`config.mk`:
```
export PLATFORM = sky130hd
export DESIGN_NAME = sequenciador_interrupcao
export DESIGN_NICKNAME = d
export VERILOG_FILES = /design/src/rtl/sequenciador_interrupcao.sv
export SDC_FILE = /design/constraint.sdc
export NUM_CORES = 1
export LEC_CHECK = 0
export ABC_AREA = 1
export CORE_ASPECT_RATIO = 2
export CORE_UTILIZATION = 47
export CTS_BUF_LIST = sky130_fd_sc_hd__clkbuf_4
export DETAILED_ROUTE_END_ITERATION = 6
export GPL_TIMING_DRIVEN = 0
export PLACE_DENSITY = 0.92
export SLEW_MARGIN = 20
export SYNTH_ARGS = -nofsm -noshare
export SYNTH_HDL_FRONTEND = slang
export SYNTH_SLANG_ARGS = --single-unit
```
`constraint.sdc`:
```
create_clock -name clk -period 2.75 [get_ports clk]
set_input_delay 0.4125 -clock clk [delete_from_list [all_inputs] [get_ports clk]]
set_output_delay 0.4125 -clock clk [all_outputs]
set_load 0.01 [all_outputs]
```
`src/rtl/sequenciador_interrupcao.sv`:
```
// Interrupt entry/return sequencer: IDLE -> ACK -> JUMP -> HANDLER -> RETURN.
// Ports: clk, reset (sync, active-high), intr, instr_done, reti, pcBckp in;
//   ack, clr, pc_sel, pc_target, stall, int_active, int_count out.
// Optional: define SEQ_MASCARA_EN to add ie_set/ie_clr and the ie mask register.
module sequenciador_interrupcao #(
  parameter logic [25:0] HANDLER_ADDR = 26'd16,
  parameter int          CNT_W        = 16
) (
  input  logic             clk,
  input  logic             reset,
  input  logic             intr,
  input  logic             instr_done,
  input  logic             reti,
  input  logic [31:0]      pcBckp,
`ifdef SEQ_MASCARA_EN
  input  logic             ie_set,
  input  logic             ie_clr,
`endif
  output logic             ack,
  output logic             clr,
  output logic             pc_sel,
  output logic [25:0]      pc_target,
  output logic             stall,
  output logic             int_active,
  output logic [CNT_W-1:0] int_count
);

  localparam logic [2:0] S_IDLE = 3'd0;
  localparam logic [2:0] S_ACK  = 3'd1;
  localparam logic [2:0] S_JUMP = 3'd2;
  localparam logic [2:0] S_HND  = 3'd3;
  localparam logic [2:0] S_RET  = 3'd4;

  logic [2:0] state;
  logic [2:0] nxt;
  logic       en;
  logic       unused_hi;

  assign unused_hi = ^pcBckp[31:26];

`ifdef SEQ_MASCARA_EN
  logic ie;

  always_ff @(posedge clk) begin
    if (reset)       ie <= 1'b1;
    else if (ie_clr) ie <= 1'b0;
    else if (ie_set) ie <= 1'b1;
  end

  assign en = ie;
`else
  assign en = 1'b1;
`endif

  always_comb begin
    nxt = S_IDLE;
    unique case (state)
      S_IDLE:  nxt = (intr && instr_done && en) ? S_ACK : S_IDLE;
      S_ACK:   nxt = S_JUMP;
      S_JUMP:  nxt = S_HND;
      S_HND:   nxt = (instr_done && reti) ? S_RET : S_HND;
      S_RET:   nxt = S_IDLE;
      default: nxt = S_IDLE;
    endcase
  end

  // Outputs are decoded from the next state so they are registered
  // and line up with the state they belong to.
  always_ff @(posedge clk) begin
    if (reset) begin
      state      <= S_IDLE;
      ack        <= 1'b0;
      clr        <= 1'b0;
      pc_sel     <= 1'b0;
      pc_target  <= '0;
      stall      <= 1'b0;
      int_active <= 1'b0;
      int_count  <= '0;
    end else begin
      state      <= nxt;
      ack        <= (nxt == S_ACK);
      clr        <= (nxt == S_RET);
      pc_sel     <= (nxt == S_JUMP) || (nxt == S_RET);
      stall      <= (nxt == S_ACK) || (nxt == S_JUMP) ||
                    (nxt == S_RET);
      int_active <= (nxt == S_HND);
      if (nxt == S_JUMP)     pc_target <= HANDLER_ADDR;
      else if (nxt == S_RET) pc_target <= pcBckp[25:0];
      else                   pc_target <= '0;
      // Saturating count of interrupts taken.
      if ((nxt == S_JUMP) && (int_count != {CNT_W{1'b1}}))
        int_count <= int_count + 1'b1;
    end
  end

endmodule

```
Word-level counts from Yosys, hierarchy flattened --
Index checks and enable logic that the tools add are counted. Widths: inputs -> output; s select.
Operators by class: add/sub/neg operators 1, muxes and demuxes 5, reduce and logical (&&, ||, !) cells 8, bitwise gates (word level) 1, equality and inequality tests 8
Operators with widths (count):
- $add 16x1->16 const B | 1
- $ne 16x16->1 const B | 1
- $eq 3x2->1 const B | 4
- $pmux 3 s4 | 1
- $mux 5 | 2
- $eq 3x1->1 const B | 2
- $eq 3x3->1 const B | 1
- $logic_and 1x1->1 | 3
- $logic_not 3->1 | 1
- $logic_or 1x1->1 | 3
- $mux 3 | 1
- $reduce_or 3->1 | 1
- $mux 1 | 1
- $not 1->1 | 1
Word-level totals: input bits 37, register bits after elaboration 50, word-level logic and storage cells 32, output and inout bits 47

Depth between registers and ports, before layout --
word-level depth 6, gate-level depth with buffers 9, mapped depth without buffers 8

Worst setup path after synthesis --
OpenSTA, ideal clock, no wires.
kind register -> register, start point register int_count[0], end point register int_count[3], library setup time 135 ps, buffers on the path 1, setup slack 1092 ps, data required time 2615 ps, cell stages (with the launch flop) 10, clock period less this slack 1658 ps, arrival time 1524 ps, cell sequence dfxtp_1 ha_1 nand3_1 nor2_4 nand2_4 nor2_1 nor2_2 buf_4 nand2_1 a21oi_2
Between the ends: cells in the longest elaborated chain, start to end 2, elaborated cells between the ends (all ways) 3, classes of those cells add/sub: 1; eq/ne: 1; reduce/logical: 1
RTL lines:
- start: declaration | line 25 | output logic [CNT_W-1:0] int_count
- start signal: assignment | line 92 | int_count <= int_count + 1'b1;
- parallel branches: the longest is 2 deep, another holds $add 16x1->16
Several ways; the timed one is not identified. A chain may end at the register's enable or synchronous reset.

Final worst setup path --
start point register int_count[0], end point register int_count[6]
Same word-level chain as after synthesis.

==> flow_metrics.env <==
export IMPL_cts_tree="done"
export IMPL_clock_fmax_mhz=521
export IMPL_regArea_mm2=0.00100
export IMPL_diodes=0
export IMPL_wl_per_cell_um=13.6
export IMPL_cts_resized=0
export IMPL_total_power_mw=1.34
export IMPL_critPathKind="register to register"
export IMPL_final_layout_size_suffix_gt1_share_pct=7.43
export IMPL_hold_viol_final=0
export IMPL_drc_errors=0
export IMPL_synth_area_leader_cell="dfxtp_1"
export IMPL_cellLeakagePower_nw=1.21
export IMPL_finalMaxSlewViolations=0
export IMPL_cts_buffers_inserted=5
export IMPL_vias=1996
export IMPL_path_max_fanout=10
export IMPL_critPathRequiredTime_ns=3.05
export IMPL_post_cts_buffers=0
export IMPL_outcome="completed"
export IMPL_holdWs_ns=0.541
export IMPL_synth_edf_count=0
export IMPL_rows=33
export IMPL_antenna_found_initial=0
export IMPL_cpMaxStageDelayCell="dfxtp_1"
export IMPL_io_pins=84
export IMPL_holdBufCountCts=0
export IMPL_stdcell_area_mm2=0.00293
export IMPL_initial_core_util_pct=49.1
export IMPL_grt_first_pass_wirelength_mm=8.74
export IMPL_setup_violations=0
export IMPL_crit_path_max_incr_delay_ns=0.48
export IMPL_cts_root_buf="clkbuf_4"
export IMPL_wl_mm=5.49
export IMPL_num_nets_final=387
export IMPL_async_reset_ff_share_pct=0
export IMPL_worst_pin_slew_ns=0.591
export IMPL_slew_headroom_pct=60.6
export IMPL_fin_crit_sh_pct=69.8
export IMPL_clk_pin_slew_ns=0.16
export IMPL_fill_cells=313
export IMPL_final_common_cell="clkdlybuf4s50_1"
export IMPL_ys_seq_elements=50
export IMPL_hp_class="input port to register"
export IMPL_port_buffers=77
export IMPL_post_dp_cell_area_mm2=0.00284
export IMPL_clkLatencyLatePin_ns=0.39
export IMPL_min_period_ns=1.92
export IMPL_ir_drop_v=0.000502
export IMPL_gr_total_overflow=0
export IMPL_dp_hpwl_mm=4.33
export IMPL_seq_area_frac_synth_pct=49.8
export IMPL_clock_sinks=50
export IMPL_synth_cell_type_count=25
export IMPL_end_kind="register"
export IMPL_grt_max_degree=16
export IMPL_start_kind="register"
export IMPL_powerDensity_mw_per_mm2=458
export IMPL_die_width_um=48.2
export IMPL_synthFlopType="dfxtp_1"
export IMPL_cts_htree_levels=2
export IMPL_die_height_um=94.4
export IMPL_coreArea_mm2=0.00409
export IMPL_finClkSkew_ns=0.0298
export IMPL_syn_nets=303
export IMPL_die_area_mm2=0.00455
export IMPL_most_common_layout_cells="77 x clkdlybuf4s50_1, 56 x nand2_1, 54 x nor2_1"
export IMPL_grt_use_total_pct=27.3
export IMPL_syn_cell_area_mm2=0.00201
export IMPL_tns_ns=0
export IMPL_multiInputGateArea_um2=798
export IMPL_crit_chain="ha_1 > nand3_1 > nor2_4 > nand2_4 > o21ai_4 > buf_6 > nand2_1 > a21oi_1"
export IMPL_gp_congestion=0.975
export IMPL_viasPerCell=4.97
export IMPL_first_iter_violations=56
export IMPL_ant_nets=0
export IMPL_synth_top_area_share_pct=49.8
export IMPL_yosys_top_cells_area="dfxtp_1 50%, nand2_1 10%, nor2_1 10%"
export IMPL_finish_utilization_pct=71.6
export IMPL_area_growth_pct=45.7
export IMPL_worstPathArrival_ns=2.22
export IMPL_drv_cap=0
export IMPL_drt_first_pass_iters=4
export IMPL_clk_path_buf_depth=2
export IMPL_syn_area_per_cell_um2=7.58
export IMPL_grt_pass1_vias=2002
export IMPL_rsz0062_at_grt="false"
export IMPL_yosysWarnings=0
export IMPL_synth_cells=265
## final timing paths
path	start	to	slack (ns)	cells past startpoint
max reg2reg	int_count[0]	int_count[6]	0.83	8
min reg2reg	int_count[15]	int_count[15]	0.54	2
max	int_count[0]	int_count[6]	0.83	8
min	pcBckp[2]	pc_target[2]	0.54	3
## per-stage QoR
stage	cells	setup WS, ns
after global routing	402	0.695
after floorplan	265	1.09
after global placement	394	0.667
final	402	0.831
after CTS	402	0.854
after detailed placement	394	0.593
## power by group
| group | internal [mW] | switching [mW] |
|---|---|---|
| Combinational | 0.0787 | 0.0721 |
| Sequential | 0.738 | 0.0115 |
| Clock | 0.202 | 0.238 |
| Total | 1.02 | 0.322 |
## flip-flops by register name (all words and copies together), names as in the netlist
signal / flops
state: 3
int_count: 16
int_active: 1
pc_sel: 1
clr: 1
pc_target: 26
stall: 1
ack: 1
## worst max-delay path, delay by kind of cell, from the launching register on
family	cells	cell delay, ns
fa+ha+maj	1	0.31
compound gates	2	0.34
buf+inv	1	0.17
flops	1	0.48
simple gates	4	0.52
## Yosys cell counts, types with 2 or more instances
| library cell | n |
|---|---|
| o21ai_0 | 4 |
| nor2_1 | 54 |
| nand2_1 | 56 |
| a21oi_1 | 8 |
| nand3_1 | 9 |
| xor2_1 | 4 |
| nand2_2 | 2 |
| a21oi_2 | 6 |
| xnor2_1 | 3 |
| nand4_1 | 9 |
| buf_6 | 2 |
| buf_2 | 2 |
| dfxtp_1 | 50 |
| clkbuf_1 | 2 |
| inv_1 | 43 |
| nor3_1 | 2 |
## area by class of cell
class / instances / share of cell area [%]
Inverter: 43 / 5.52
Clock buffer: 6 / 1.54
Tap cell: 52 / 2.22
Multi-Input combinational cell: 165 / 27.3
Clock inverter: 2 / 1.28
Timing Repair Buffer: 77 / 26.3
Sequential cell: 50 / 34.2
Buffer: 7 / 1.62
## logic make-up (layout without fill, tap and decap cells)
family	count (synthesis)	after routing	share of synthesized area (%)
XOR/XNOR	7	7	3.05
buffers and inverters	50	135	10.4
AO/OA/AOI/OAI	21	21	7.10
adder cells (fa/ha/maj)	1	1	0.623
flip-flops	50	50	49.8
AND/OR/NAND/NOR	136	136	29.0
## routing by layer
metal | track usage, % | part of all wire [%]
met1 | 24.1 | 32
met2 | 49.8 | 57
met3 | 8.60 | 7.5
met4 | 13.4 | 3.5
met5 | 0 | 0
Power figures use the tool's default switching activity.
